===== src/rtl/hazard_control_unit_if.sv =====
// rtl/hazard_control_unit_if.sv - pipeline hazard/control bundle between the core datapath and the hazard unit
interface hazard_control_unit_if #(
  parameter int CNT_W = 16
);
  logic             ext_stall;
  logic             id_valid;
  logic             id_is_branch;
  logic             id_uses_rs2;
  logic [4:0]       IF_ID_rs1;
  logic [4:0]       IF_ID_rs2;
  logic             br_eq;
  logic             ID_EX_reg_write;
  logic             ID_EX_mem_read;
  logic [4:0]       ID_EX_rd;
  logic             EX_MEM_reg_write;
  logic             EX_MEM_mem_read;
  logic [4:0]       EX_MEM_rd;
  logic             MEM_WB_reg_write;
  logic [4:0]       MEM_WB_rd;
  logic             pc_write;
  logic             IF_ID_write;
  logic             IF_ID_flush;
  logic             pc_sel;
  logic             ctrl_sel;
  logic [1:0]       forward_comp1;
  logic [1:0]       forward_comp2;
  logic [CNT_W-1:0] stall_cnt;
  logic [CNT_W-1:0] flush_cnt;

  // datapath side: supplies pipeline state, consumes control decisions
  modport master (
    output ext_stall, id_valid, id_is_branch, id_uses_rs2, IF_ID_rs1, IF_ID_rs2, br_eq,
           ID_EX_reg_write, ID_EX_mem_read, ID_EX_rd,
           EX_MEM_reg_write, EX_MEM_mem_read, EX_MEM_rd,
           MEM_WB_reg_write, MEM_WB_rd,
    input  pc_write, IF_ID_write, IF_ID_flush, pc_sel, ctrl_sel,
           forward_comp1, forward_comp2, stall_cnt, flush_cnt
  );

  // hazard unit side
  modport slave (
    input  ext_stall, id_valid, id_is_branch, id_uses_rs2, IF_ID_rs1, IF_ID_rs2, br_eq,
           ID_EX_reg_write, ID_EX_mem_read, ID_EX_rd,
           EX_MEM_reg_write, EX_MEM_mem_read, EX_MEM_rd,
           MEM_WB_reg_write, MEM_WB_rd,
    output pc_write, IF_ID_write, IF_ID_flush, pc_sel, ctrl_sel,
           forward_comp1, forward_comp2, stall_cnt, flush_cnt
  );
endinterface


===== src/rtl/hazard_control_unit.sv =====
// rtl/hazard_control_unit.sv - stall, flush, branch-redirect and ID compare forwarding sequencer
module hazard_control_unit #(
  parameter int CNT_W = 16
) (
  input logic                   clk,
  input logic                   reset,
  hazard_control_unit_if.slave  hz
);
  typedef enum logic {RUN = 1'b0, STALL2 = 1'b1} state_t;

  state_t           state;
  state_t           state_nxt;
  logic [CNT_W-1:0] stall_cnt_q;
  logic [CNT_W-1:0] flush_cnt_q;
  logic             rs2_live;
  logic             ex_m1, ex_m2, mem_m1, mem_m2, wb_m1, wb_m2;
  logic             ex_any, mem_any, taken;
  logic [1:0]       need;
  logic [1:0]       fwd1, fwd2;
  logic             stall_inc, flush_inc;

  // rs2 is only a real source for instructions that read it or compare it
  assign rs2_live = hz.id_uses_rs2 | hz.id_is_branch;

  assign ex_m1  = hz.id_valid & hz.ID_EX_reg_write  & (hz.ID_EX_rd  != 5'd0) & (hz.ID_EX_rd  == hz.IF_ID_rs1);
  assign ex_m2  = hz.id_valid & hz.ID_EX_reg_write  & (hz.ID_EX_rd  != 5'd0) & (hz.ID_EX_rd  == hz.IF_ID_rs2) & rs2_live;
  assign mem_m1 = hz.id_valid & hz.EX_MEM_reg_write & (hz.EX_MEM_rd != 5'd0) & (hz.EX_MEM_rd == hz.IF_ID_rs1);
  assign mem_m2 = hz.id_valid & hz.EX_MEM_reg_write & (hz.EX_MEM_rd != 5'd0) & (hz.EX_MEM_rd == hz.IF_ID_rs2) & rs2_live;
  assign wb_m1  = hz.id_valid & hz.MEM_WB_reg_write & (hz.MEM_WB_rd != 5'd0) & (hz.MEM_WB_rd == hz.IF_ID_rs1);
  assign wb_m2  = hz.id_valid & hz.MEM_WB_reg_write & (hz.MEM_WB_rd != 5'd0) & (hz.MEM_WB_rd == hz.IF_ID_rs2) & rs2_live;

  assign ex_any  = ex_m1 | ex_m2;
  assign mem_any = mem_m1 | mem_m2;
  assign taken   = hz.id_valid & hz.id_is_branch & hz.br_eq;

  // number of bubbles the instruction in ID must wait; branches compare in ID so they wait longer
  always_comb begin
    need = 2'd0;
    if (!hz.id_is_branch) begin
      if (hz.ID_EX_mem_read && ex_any) need = 2'd1;
    end else if (ex_any) begin
      need = hz.ID_EX_mem_read ? 2'd2 : 2'd1;
    end else if (mem_any && hz.EX_MEM_mem_read) begin
      need = 2'd1;
    end
  end

  // compare-operand bypass: an in-flight ALU result beats older writeback data; load data in MEM is not ready
  always_comb begin
    fwd1 = 2'b00;
    fwd2 = 2'b00;
    if (mem_m1 && !hz.EX_MEM_mem_read) fwd1 = 2'b01;
    else if (wb_m1)                    fwd1 = 2'b10;
    if (mem_m2 && !hz.EX_MEM_mem_read) fwd2 = 2'b01;
    else if (wb_m2)                    fwd2 = 2'b10;
  end

  // state register
  always_ff @(posedge clk) begin
    if (reset) state <= RUN;
    else       state <= state_nxt;
  end

  // next state: a load feeding a branch takes a forced second bubble; external freeze holds position
  always_comb begin
    state_nxt = state;
    case (state)
      RUN:     if (!hz.ext_stall && need == 2'd2) state_nxt = STALL2;
      STALL2:  if (!hz.ext_stall) state_nxt = RUN;
      default: state_nxt = RUN;
    endcase
  end

  // control outputs and counter increment requests; reset forces everything quiet
  always_comb begin
    hz.pc_write      = 1'b0;
    hz.IF_ID_write   = 1'b0;
    hz.IF_ID_flush   = 1'b0;
    hz.pc_sel        = 1'b0;
    hz.ctrl_sel      = 1'b0;
    hz.forward_comp1 = 2'b00;
    hz.forward_comp2 = 2'b00;
    stall_inc        = 1'b0;
    flush_inc        = 1'b0;
    if (!reset) begin
      hz.forward_comp1 = fwd1;
      hz.forward_comp2 = fwd2;
      if (state == STALL2) begin
        stall_inc = !hz.ext_stall;
      end else if (hz.ext_stall) begin
        stall_inc = 1'b0;
      end else if (need != 2'd0) begin
        stall_inc = 1'b1;
      end else begin
        hz.pc_write    = 1'b1;
        hz.IF_ID_write = 1'b1;
        hz.ctrl_sel    = 1'b1;
        if (taken) begin
          hz.pc_sel      = 1'b1;
          hz.IF_ID_flush = 1'b1;
          flush_inc      = 1'b1;
        end
      end
    end
  end

  // saturating performance counters
  always_ff @(posedge clk) begin
    if (reset) begin
      stall_cnt_q <= '0;
      flush_cnt_q <= '0;
    end else begin
      if (stall_inc && stall_cnt_q != {CNT_W{1'b1}}) stall_cnt_q <= stall_cnt_q + CNT_W'(1);
      if (flush_inc && flush_cnt_q != {CNT_W{1'b1}}) flush_cnt_q <= flush_cnt_q + CNT_W'(1);
    end
  end

  assign hz.stall_cnt = stall_cnt_q;
  assign hz.flush_cnt = flush_cnt_q;
endmodule

===== src/flat_wrapper.sv =====
// flat-port wrapper written by rule: the top's interface ports become plain ports
module hazard_control_unit_flat 
#(
  parameter int CNT_W = 16
)
  (clk, reset, hz_ext_stall, hz_id_valid, hz_id_is_branch, hz_id_uses_rs2, hz_IF_ID_rs1, hz_IF_ID_rs2, hz_br_eq, hz_ID_EX_reg_write, hz_ID_EX_mem_read, hz_ID_EX_rd, hz_EX_MEM_reg_write, hz_EX_MEM_mem_read, hz_EX_MEM_rd, hz_MEM_WB_reg_write, hz_MEM_WB_rd, hz_pc_write, hz_IF_ID_write, hz_IF_ID_flush, hz_pc_sel, hz_ctrl_sel, hz_forward_comp1, hz_forward_comp2, hz_stall_cnt, hz_flush_cnt);
  hazard_control_unit_if #(.CNT_W(CNT_W)) hz_i ();
  input logic clk;
  input logic reset;
  input wire logic [$bits(hz_i.ext_stall)-1:0] hz_ext_stall;
  input wire logic [$bits(hz_i.id_valid)-1:0] hz_id_valid;
  input wire logic [$bits(hz_i.id_is_branch)-1:0] hz_id_is_branch;
  input wire logic [$bits(hz_i.id_uses_rs2)-1:0] hz_id_uses_rs2;
  input wire logic [$bits(hz_i.IF_ID_rs1)-1:0] hz_IF_ID_rs1;
  input wire logic [$bits(hz_i.IF_ID_rs2)-1:0] hz_IF_ID_rs2;
  input wire logic [$bits(hz_i.br_eq)-1:0] hz_br_eq;
  input wire logic [$bits(hz_i.ID_EX_reg_write)-1:0] hz_ID_EX_reg_write;
  input wire logic [$bits(hz_i.ID_EX_mem_read)-1:0] hz_ID_EX_mem_read;
  input wire logic [$bits(hz_i.ID_EX_rd)-1:0] hz_ID_EX_rd;
  input wire logic [$bits(hz_i.EX_MEM_reg_write)-1:0] hz_EX_MEM_reg_write;
  input wire logic [$bits(hz_i.EX_MEM_mem_read)-1:0] hz_EX_MEM_mem_read;
  input wire logic [$bits(hz_i.EX_MEM_rd)-1:0] hz_EX_MEM_rd;
  input wire logic [$bits(hz_i.MEM_WB_reg_write)-1:0] hz_MEM_WB_reg_write;
  input wire logic [$bits(hz_i.MEM_WB_rd)-1:0] hz_MEM_WB_rd;
  output wire logic [$bits(hz_i.pc_write)-1:0] hz_pc_write;
  output wire logic [$bits(hz_i.IF_ID_write)-1:0] hz_IF_ID_write;
  output wire logic [$bits(hz_i.IF_ID_flush)-1:0] hz_IF_ID_flush;
  output wire logic [$bits(hz_i.pc_sel)-1:0] hz_pc_sel;
  output wire logic [$bits(hz_i.ctrl_sel)-1:0] hz_ctrl_sel;
  output wire logic [$bits(hz_i.forward_comp1)-1:0] hz_forward_comp1;
  output wire logic [$bits(hz_i.forward_comp2)-1:0] hz_forward_comp2;
  output wire logic [$bits(hz_i.stall_cnt)-1:0] hz_stall_cnt;
  output wire logic [$bits(hz_i.flush_cnt)-1:0] hz_flush_cnt;
  assign hz_i.ext_stall = hz_ext_stall;
  assign hz_i.id_valid = hz_id_valid;
  assign hz_i.id_is_branch = hz_id_is_branch;
  assign hz_i.id_uses_rs2 = hz_id_uses_rs2;
  assign hz_i.IF_ID_rs1 = hz_IF_ID_rs1;
  assign hz_i.IF_ID_rs2 = hz_IF_ID_rs2;
  assign hz_i.br_eq = hz_br_eq;
  assign hz_i.ID_EX_reg_write = hz_ID_EX_reg_write;
  assign hz_i.ID_EX_mem_read = hz_ID_EX_mem_read;
  assign hz_i.ID_EX_rd = hz_ID_EX_rd;
  assign hz_i.EX_MEM_reg_write = hz_EX_MEM_reg_write;
  assign hz_i.EX_MEM_mem_read = hz_EX_MEM_mem_read;
  assign hz_i.EX_MEM_rd = hz_EX_MEM_rd;
  assign hz_i.MEM_WB_reg_write = hz_MEM_WB_reg_write;
  assign hz_i.MEM_WB_rd = hz_MEM_WB_rd;
  assign hz_pc_write = hz_i.pc_write;
  assign hz_IF_ID_write = hz_i.IF_ID_write;
  assign hz_IF_ID_flush = hz_i.IF_ID_flush;
  assign hz_pc_sel = hz_i.pc_sel;
  assign hz_ctrl_sel = hz_i.ctrl_sel;
  assign hz_forward_comp1 = hz_i.forward_comp1;
  assign hz_forward_comp2 = hz_i.forward_comp2;
  assign hz_stall_cnt = hz_i.stall_cnt;
  assign hz_flush_cnt = hz_i.flush_cnt;
  hazard_control_unit #(.CNT_W(CNT_W)) u_core (.clk(clk), .reset(reset), .hz(hz_i));
endmodule

===== config.mk =====
export PLATFORM = sky130hd
export DESIGN_NAME = hazard_control_unit_flat
export DESIGN_NICKNAME = d
export VERILOG_FILES = /design/src/rtl/hazard_control_unit_if.sv /design/src/rtl/hazard_control_unit.sv /design/src/flat_wrapper.sv
export SDC_FILE = /design/constraint.sdc
export NUM_CORES = 1
export LEC_CHECK = 0
export ABC_AREA = 1
export CAP_MARGIN = 30
export CORE_AREA = 5 5 78 80
export DETAILED_ROUTE_END_ITERATION = 6
export DIE_AREA = 0 0 83 85
export HOLD_SLACK_MARGIN = 0.06
export PLACE_DENSITY = 0.84
export SYNTH_ARGS = -nofsm -noshare
export SYNTH_HDL_FRONTEND = slang
export SYNTH_SLANG_ARGS = --single-unit
export TNS_END_PERCENT = 1

===== constraint.sdc =====
create_clock -name clk -period 3.9 [get_ports clk]
set_input_delay 0.975 -clock clk [delete_from_list [all_inputs] [get_ports clk]]
set_output_delay 0.975 -clock clk [all_outputs]
set_load 0.01 [all_outputs]

# == Word-level counts from Yosys, hierarchy flattened ==
# Index checks and enable logic that the tools add are counted.
# word_totals
register_bits,33
output_inout_bits,41
# op_classes
n_addsub,2
n_eq_ne,9
muxes,27
bitwise,21
n_reduce_logical,13
# op_table
cell,n
adder 16 x 1 -> 16 bit (second input constant),2
inequality test 16 bit (second input constant),2
== test 5 bit,6
two-way mux 2 bit,9
AND 1 bit,17
two-way mux 1 bit,17
nonzero test 5 bit,3
logical AND 1 bit,7
bitwise OR 1 bit,3
== test 2 bit (second input constant),1
logical NOT 1 bit,2
one-hot mux 1 bit (2 select lines),1
nonzero test 2 bit,1
NOT 1 bit,1

# == Logic depth before layout (Yosys ltp) ==
# Gate-level depths: netlist of run 1.
# logic_depth
ltp_word,15
depth_mapped,16
mapped_depth_nobuf,16

# == Worst setup path before layout of run 1 ==
# No wires, ideal clock.
# synth_timing
path_kind,in2out
from,input hz_id_uses_rs2
to,output hz_pc_sel
t_arrival_ps,2075
t_required_ps,2925
setup_slack_ps,850
cell_stages,13
n_path_buf,2
cell_sequence,nor2_1 inv_1 nand2_1 nor2_1 nand3_1 nand2_1 nand3_2 nand2_2 nand2_4 nand3_4 nor2_4 buf_6 buf_4
# synth_between
elab_chain_cells,12
# synth_lines
item,line_no,source
from (decl),flat_wrapper.sv:13,input wire logic [$bits(hz_i.id_uses_rs2)-1:0] hz_id_uses_rs2;
bitwise OR 1 bit *,hazard_control_unit.sv:23,assign rs2_live = hz.id_uses_rs2 | hz.id_is_branch;
AND 1 bit,hazard_control_unit.sv:28,assign mem_m2 = hz.id_valid & hz.EX_MEM_reg_write & (hz.EX_MEM_rd != 5'd0) & (hz.EX_MEM_rd == hz.IF_ID_rs2) & ...
bitwise OR 1 bit,hazard_control_unit.sv:33,assign mem_any = mem_m1 | mem_m2;
logical AND 1 bit,hazard_control_unit.sv:43,end else if (mem_any && hz.EX_MEM_mem_read) begin
two-way mux 1 bit,hazard_control_unit.sv:43,
two-way mux 2 bit,hazard_control_unit.sv:41,end else if (ex_any) begin
two-way mux 2 bit *,hazard_control_unit.sv:39,if (!hz.id_is_branch) begin
nonzero test 2 bit *,hazard_control_unit.sv:92,end else if (need != 2'd0) begin
two-way mux 1 bit * (4 in a row),n/a,
to (decl),flat_wrapper.sv:28,output wire logic [$bits(hz_i.pc_sel)-1:0] hz_pc_sel;
# Every way passes the cells marked *; elsewhere a longest branch is shown, timed or not.

# == Final worst setup path of run 1 ==
# layout_timing
from,input hz_IF_ID_rs2[1]
to,output hz_forward_comp2[1]
# layout_between
elab_chain_cells,6
# layout_lines
item,line_no,source
from (decl),flat_wrapper.sv:15,input wire logic [$bits(hz_i.IF_ID_rs2)-1:0] hz_IF_ID_rs2;
"== test 5 bit, on equally long branches","hazard_control_unit.sv:30, hazard_control_unit.sv:28",
"AND 1 bit, on equally long branches (2 in a row)","hazard_control_unit.sv:30, hazard_control_unit.sv:28",
two-way mux 2 bit or logical AND 1 bit (tied branches),"hazard_control_unit.sv:55, hazard_control_unit.sv:54",
two-way mux 2 bit *,hazard_control_unit.sv:54,if (mem_m2 && !hz.EX_MEM_mem_read) fwd2 = 2'b01;
two-way mux 2 bit *,hazard_control_unit.sv:85,if (!reset) begin
to (decl),flat_wrapper.sv:31,output wire logic [$bits(hz_i.forward_comp2)-1:0] hz_forward_comp2;
# Marks and branches as above.

==> impl_metrics.py, run 1 <==
metrics = {
    "status": {
        "status": "complete, no violations",
    },
    "worst_setup_path": {
        "cp_top_family": "buffers and inverters",
        "crit_path_start_kind": "primary input",
        "path_cells": "clkdlybuf4s50_1 > inv_1 > nand2_1 > nand4_1 > nor4_2 > o2111ai_1 > inv_1 > clkdlybuf4s50_1",
        "slowest_delay_ns": 0.55,
        "worstPathRequired_ns": 2.92,
        "crit_path_top_delay_cell": "clkdlybuf4s50_1",
        "cp_max_fo": 5,
        "endpoint_kind": "output port",
        "crit_type": "in -> out",
        "crit_buf_inv": 4,
        "cp.arrival_ns": 2.87,
    },
    "timing": {
        "finalHoldViolations": 0,
        "finalSetupViolCount": 0,
        "layout_min_cycle_time_ns": 3.84,
        "min_period_over_period_pct": 98.5,
        "rsz0062_at_grt": "yes",
        "slew_headroom_pct": 62.1,
        "worst_pin_slew_ns": 0.567,
        "fin_setup_tns_ns": 0,
        "final.setup_skew_ns": 0.00785,
        "final_max_slew_viol_count": 0,
        "max_freq_mhz": 260,
    },
    "power_and_ir_drop": {
        "leakage_nw": 1.61,
        "sequentialPowerShare_pct": 41.6,
        "switching_share_pct": 24.7,
        "power_density_nw_per_um2": 219,
        "p_int_uw": 611,
        "peakVddDrop_mv": 0.180,
        "p_comb_share_pct": 17.0,
        "fin_total_pwr_uw": 812,
        "p_clk_share_pct": 41.4,
        "p_sw_uw": 201,
    },
    "flow_run": {
        "drv_cap": 0,
    },
    "die": {
        "die_w_um": 83,
        "die_area_um2": 7060,
        "start_util_pct": 49.5,
        "coreArea_um2": 5340,
        "num_io_pins": 78,
        "rows": 27,
        "fp.dieH_um": 85,
    },
    "yosys": {
        "synthCells": 420,
        "synth_nets": 459,
        "synth_top_family_by_area": "simple AND/OR/NAND/NOR gates",
        "syn_area_um2": 2640,
        "synth_edf_count": 0,
        "async_flop_share_pct": 0,
        "synthSimpleGateAreaFrac_pct": 42.1,
        "synthFlopType": "dfxtp_1",
        "synth.avg_cell_area_um2": 6.29,
        "muxShareOfSynthArea_pct": 0,
        "synth.distinct_cells": 36,
        "yosys.area_share.xor_xnor_pct": 10.6,
        "synth_seq_cells": 33,
        "synth_compound_area_share_pct": 10.2,
        "synth.yosys.warnings": 0,
        "seq_area_frac_synth_pct": 25.0,
        "synthAdderAreaFrac_pct": 0.948,
    },
    "global_routing": {
        "global_route.usage.total_pct": 22.6,
        "grt_pass1_wl_um": 13500,
        "grt-ovfl-total": 0,
        "antenna_found_initial": 0,
        "grt_max_degree": 19,
        "grt_pass1_vias": 2914,
    },
    "drt": {
        "wire_per_inst_um": 13.7,
        "drcViolationCount": 0,
        "totalWireLength_um": 7950,
        "vias": 3093,
        "detail-route-antenna-nets": 0,
        "viasPerCell": 5.32,
        "drtPass1Iterations": 5,
        "drtIter0Drc": 189,
    },
    "finish": {
        "drive_gt1_share_pct": 10.4,
        "area_growth_pct": 40.4,
        "final_cell_mix": "99 x nand2_1, 60 x clkdlybuf4s50_1, 48 x nor2_1",
        "antennaDiodeCount": 0,
        "nets": 547,
        "final_common_cell": "nand2_1",
        "final_cells": 581,
    },
    "cts": {
        "postCtsHoldBufs": 0,
        "htreeDepth": 2,
        "cts_sinks": 33,
        "clk_pin_slew_worst_paths_ns": 0.07,
        "root_buffer": "clkbuf_8",
        "clock_latency_ns": 0.28,
        "cts_buffer_depth": 2,
        "cts_buffers": 5,
        "cts_tree": "done",
    },
    "place": {
        "hpwl_um": 6270,
        "dp.cells": 571,
        "io_buffers": 77,
        "gp_congestion": 1.06,
    },
    "worst_hold_path": {
        "hp-class": "reg -> reg",
    },
}
==> power by group through the flow <==
stage / Clock (mW) / Combinational [mW] / Sequential [mW]
6_report: 0.336 / 0.138 / 0.338
5_1_grt: 0.359 / 0.150 / 0.338
4_1_cts: 0.345 / 0.136 / 0.338
3_5_place_dp: 0 / 0.136 / 0.346
3_3_place_gp: 0 / 0.136 / 0.346
2_1_floorplan: 0 / 0.0596 / 0.346
==> worst reg2reg max path, cell delays in order, from the launching register on <==
cell      delay, ns
dfxtp_1        0.35
ha_1           0.25
nand2_1        0.17
nor3_2         0.08
nand3_1        0.41
clkinv_1       0.48
nor2_1         0.33
nand2_1        0.08
nand2_1        0.06
nor2_1         0.04
==> cell usage after synthesis, types with 2 or more instances <==
| cell type | count | area share, % |
|---|---|---|
| a21oi_1 | 28 | 5.3 |
| buf_4 | 4 | 1.1 |
| buf_6 | 2 | 0.85 |
| clkbuf_1 | 5 | 0.71 |
| dfxtp_1 | 33 | 25 |
| ha_1 | 2 | 0.95 |
| inv_1 | 46 | 6.5 |
| inv_2 | 8 | 1.1 |
| nand2_1 | 99 | 14 |
| nand2_2 | 2 | 0.47 |
| nand2_4 | 2 | 0.85 |
| nand3_1 | 33 | 6.3 |
| nand3_2 | 3 | 1.1 |
| nand3_4 | 2 | 1.3 |
| nand3b_1 | 2 | 0.57 |
| nand4_1 | 18 | 4.3 |
| nor2_1 | 49 | 7.0 |
| nor3_1 | 9 | 1.7 |
| nor3_2 | 3 | 1.1 |
| nor4_1 | 5 | 1.2 |
| o21ai_0 | 14 | 2.7 |
| o21ai_1 | 6 | 1.1 |
| or2_2 | 2 | 0.47 |
| xnor2_1 | 8 | 2.7 |
| xor2_1 | 24 | 8.0 |
==> logic make-up after synthesis <==
| logic type | Yosys count |
|---|---|
| flops | 33 |
| fa+ha+maj | 2 |
| simple gates | 232 |
| compound gates | 52 |
| xor+xnor | 32 |
| buf+inv | 69 |
==> flip-flops by register name (all words and copies together), names as in the netlist <==
name,count
u_core.hz.stall_cnt,16
u_core.state,1
u_core.hz.flush_cnt,16
==> what timing repair did <==
action                                  in CTS  in global routing
gates resized for setup                      6                 14
pin swaps                                    2                  0
endpoints found under the setup margin       7                  7
setup buffers                                2                  0
==> layout make-up <==
cell class,count,area (um2)
multi-input combinational,318,1700
tap,72,90.1
clock inverter,1,30.0
clock buffer,7,86.3
fill,492,1630
timing repair buffer,95,930
sequential,33,661
inverter,55,206
==> routing by layer <==
layer / vias up / GRT usage (%) / wire, um
met5: - / 0 / 0
met1: 1416 / 28.8 / 3520
li1: 1539 / - / -
met2: 126 / 38.3 / 3850
met4: 0 / 8.32 / 123
met3: 12 / 3.88 / 448
==> final timing paths <==
| check | from | end | slack [ns] | depth (start not counted) |
|---|---|---|---|---|
| max reg2reg | u_core.hz.flush_cnt[0] | u_core.hz.flush_cnt[1] | 1.56 | 9 |
| min | u_core.hz.stall_cnt[9] | u_core.hz.stall_cnt[9] | 0.50 | 2 |
| max | hz_IF_ID_rs2[1] | hz_forward_comp2[1] | 0.06 | 8 |
| min reg2reg | u_core.hz.stall_cnt[9] | u_core.hz.stall_cnt[9] | 0.50 | 2 |
==> per-stage QoR <==
step / setup slack [ns] / area [um2] / utilization, % / hold WS (ns)
after floorplan: 0.850 / 2640 / - / 0.484
after detailed placement: -0.162 / 3540 / 66.2 / 0.488
after global placement: -0.114 / 3540 / 66.2 / 0.484
after CTS: 0.00591 / 3670 / 68.7 / 0.505
after global routing: -0.0438 / 3710 / 69.5 / 0.541
final: 0.0597 / 3710 / 69.5 / 0.501
(Power assumes the default switching activity.)
==> run 2: changes to the inputs <==
REMOVE_ABC_BUFFERS = 1   (was unset)
==> run 2 against run 1 <==
Compared with the run above: clock skew is essentially flat; global-route usage is 0.60 points lower; design area is 1.9% lower; count of clock-buffer cells in the layout stayed put; largest power group unchanged.
==> impl_metrics.py, run 2 (synthesis gave the netlist of run 1 again) <==
metrics = {
    "worst_setup_path": {
        "crit_path_start_kind": "primary input",
        "path_cells": "clkdlybuf4s50_1 > inv_1 > nand2_1 > nand4_1 > nor4_1 > o2111ai_1 > inv_1 > clkdlybuf4s50_1",
        "rr_endpoint": "u_core.hz.flush_cnt[1]",
        "crit_type": "in -> out",
        "r2r_slack_ns": 1.52,
        "crit_buf_inv": 4,
        "cp.arrival_ns": 2.81,
        "endpoint_kind": "output port",
        "rr_worst_depth": 9,
        "cp_max_fo": 3,
        "slowest_delay_ns": 0.53,
        "worstPathRequired_ns": 2.92,
        "cp_top_family": "buffers and inverters",
        "reg2reg_from": "u_core.hz.flush_cnt[0]",
        "crit_path_top_delay_cell": "clkdlybuf4s50_1",
        "cp.depth": 8,
    },
    "power_and_ir_drop": {
        "leakage_nw": 1.55,
        "power_density_nw_per_um2": 222,
        "peakVddDrop_mv": 0.182,
        "switching_share_pct": 24.5,
        "p_clk_share_pct": 41.9,
        "sequentialPowerShare_pct": 41.9,
        "p_comb_share_pct": 16.2,
        "p_sw_uw": 198,
        "fin_total_pwr_uw": 806,
        "p_int_uw": 608,
    },
    "cts": {
        "cts_tree": "done",
        "postCtsHoldBufs": 0,
        "root_buffer": "clkbuf_8",
        "htreeDepth": 2,
        "cts.repair.resized": 1,
        "cts_buffer_depth": 2,
        "cts_setup_buffers": 0,
        "cts_buffers": 5,
        "clk_pin_slew_worst_paths_ns": 0.07,
        "clock_latency_ns": 0.29,
        "cts_sinks": 33,
    },
    "place": {
        "detailedPlace.worstSlack_ns": -0.00712,
        "hpwl_um": 6080,
        "placed_cell_area_um2": 3490,
        "gp_congestion": 1.03,
        "io_buffers": 77,
        "dp.cells": 565,
    },
    "global_routing": {
        "grt_pass1_vias": 2849,
        "global_route.usage.total_pct": 22.0,
        "grt_max_degree": 27,
        "grt-ovfl-total": 0,
        "grt_pass1_wl_um": 13100,
        "antenna_found_initial": 0,
    },
    "timing": {
        "finalHoldViolations": 0,
        "layout_min_cycle_time_ns": 3.79,
        "slew_headroom_pct": 62.6,
        "final.setup_skew_ns": 0.00737,
        "max_freq_mhz": 264,
        "worst_pin_slew_ns": 0.560,
        "fin_ws_ns": 0.115,
        "rsz0062_at_grt": "no",
        "whs_ns": 0.504,
        "min_period_over_period_pct": 97.1,
        "final_max_slew_viol_count": 0,
        "fin_setup_tns_ns": 0,
        "finalSetupViolCount": 0,
    },
    "worst_hold_path": {
        "hp-class": "reg -> reg",
        "hold_start": "u_core.hz.flush_cnt[15]",
        "hold_path_depth": 2,
        "holdPathEnd": "u_core.hz.flush_cnt[15]",
    },
    "finish": {
        "antennaDiodeCount": 0,
        "final_cell_mix": "99 x nand2_1, 64 x clkdlybuf4s50_1, 49 x nor2_1",
        "final_cell_area_um2": 3640,
        "area_growth_pct": 37.7,
        "nets": 539,
        "final_common_cell": "nand2_1",
        "final_cells": 573,
        "final_util_pct": 68.1,
        "drive_gt1_share_pct": 8.38,
    },
    "die": {
        "fp.dieH_um": 85,
        "coreArea_um2": 5340,
        "start_util_pct": 49.5,
        "die_w_um": 83,
        "die_area_um2": 7060,
        "num_io_pins": 78,
        "rows": 27,
    },
    "drt": {
        "viasPerCell": 5.29,
        "drtIter0Drc": 152,
        "drtPass1Iterations": 6,
        "vias": 3033,
        "detail-route-antenna-nets": 0,
        "drcViolationCount": 0,
        "totalWireLength_um": 7730,
        "wire_per_inst_um": 13.5,
    },
    "flow_run": {
        "drv_cap": 0,
    },
    "status": {
        "status": "complete, no violations",
    },
}
## run 2: area by class of cell
cell class / count / area, um2
Inverter: 55 / 206
Sequential cell: 33 / 661
Timing Repair Buffer: 87 / 875
Multi-Input combinational cell: 318 / 1690
Fill cell: 493 / 1700
Tap cell: 72 / 90.1
Clock inverter: 1 / 30.0
Clock buffer: 7 / 86.3
## run 2: worst min-delay path, cell delays in order (launching register included)
cell	delay (ns)
dfxtp_1	0.32
o21ai_1	0.08
a21oi_1	0.06
## run 2: worst max-delay path by stage
stage | slack (ns) | to | startpoint
finish | 0.11 | hz_forward_comp2[1] | hz_MEM_WB_rd[1]
global route | 0.005 | hz_forward_comp2[1] | hz_MEM_WB_rd[1]
CTS | 0.008 | hz_pc_sel | hz_EX_MEM_rd[0]
detailed placement | -0.007 | hz_pc_sel | hz_IF_ID_rs2[3]
global placement | -0.02 | hz_IF_ID_flush | hz_IF_ID_rs2[3]
floorplan | 0.78 | hz_IF_ID_flush | reset
## run 2: metal layers
metal	part of all wire (%)	GRT usage, %	vias up
met5	0	0	-
met4	1.6	6.39	0
met3	5.2	3.88	11
met2	49	39.2	92
met1	44	27.1	1405
li1	-	-	1525
## run 2: power by group through the flow
| stage | clock network [mW] | registers [mW] | logic, mW |
|---|---|---|---|
| after floorplan | 0 | 0.346 | 0.0530 |
| after global placement | 0 | 0.346 | 0.131 |
| after detailed placement | 0 | 0.346 | 0.131 |
| after CTS | 0.341 | 0.338 | 0.131 |
| after global routing | 0.354 | 0.338 | 0.143 |
| final | 0.337 | 0.338 | 0.131 |
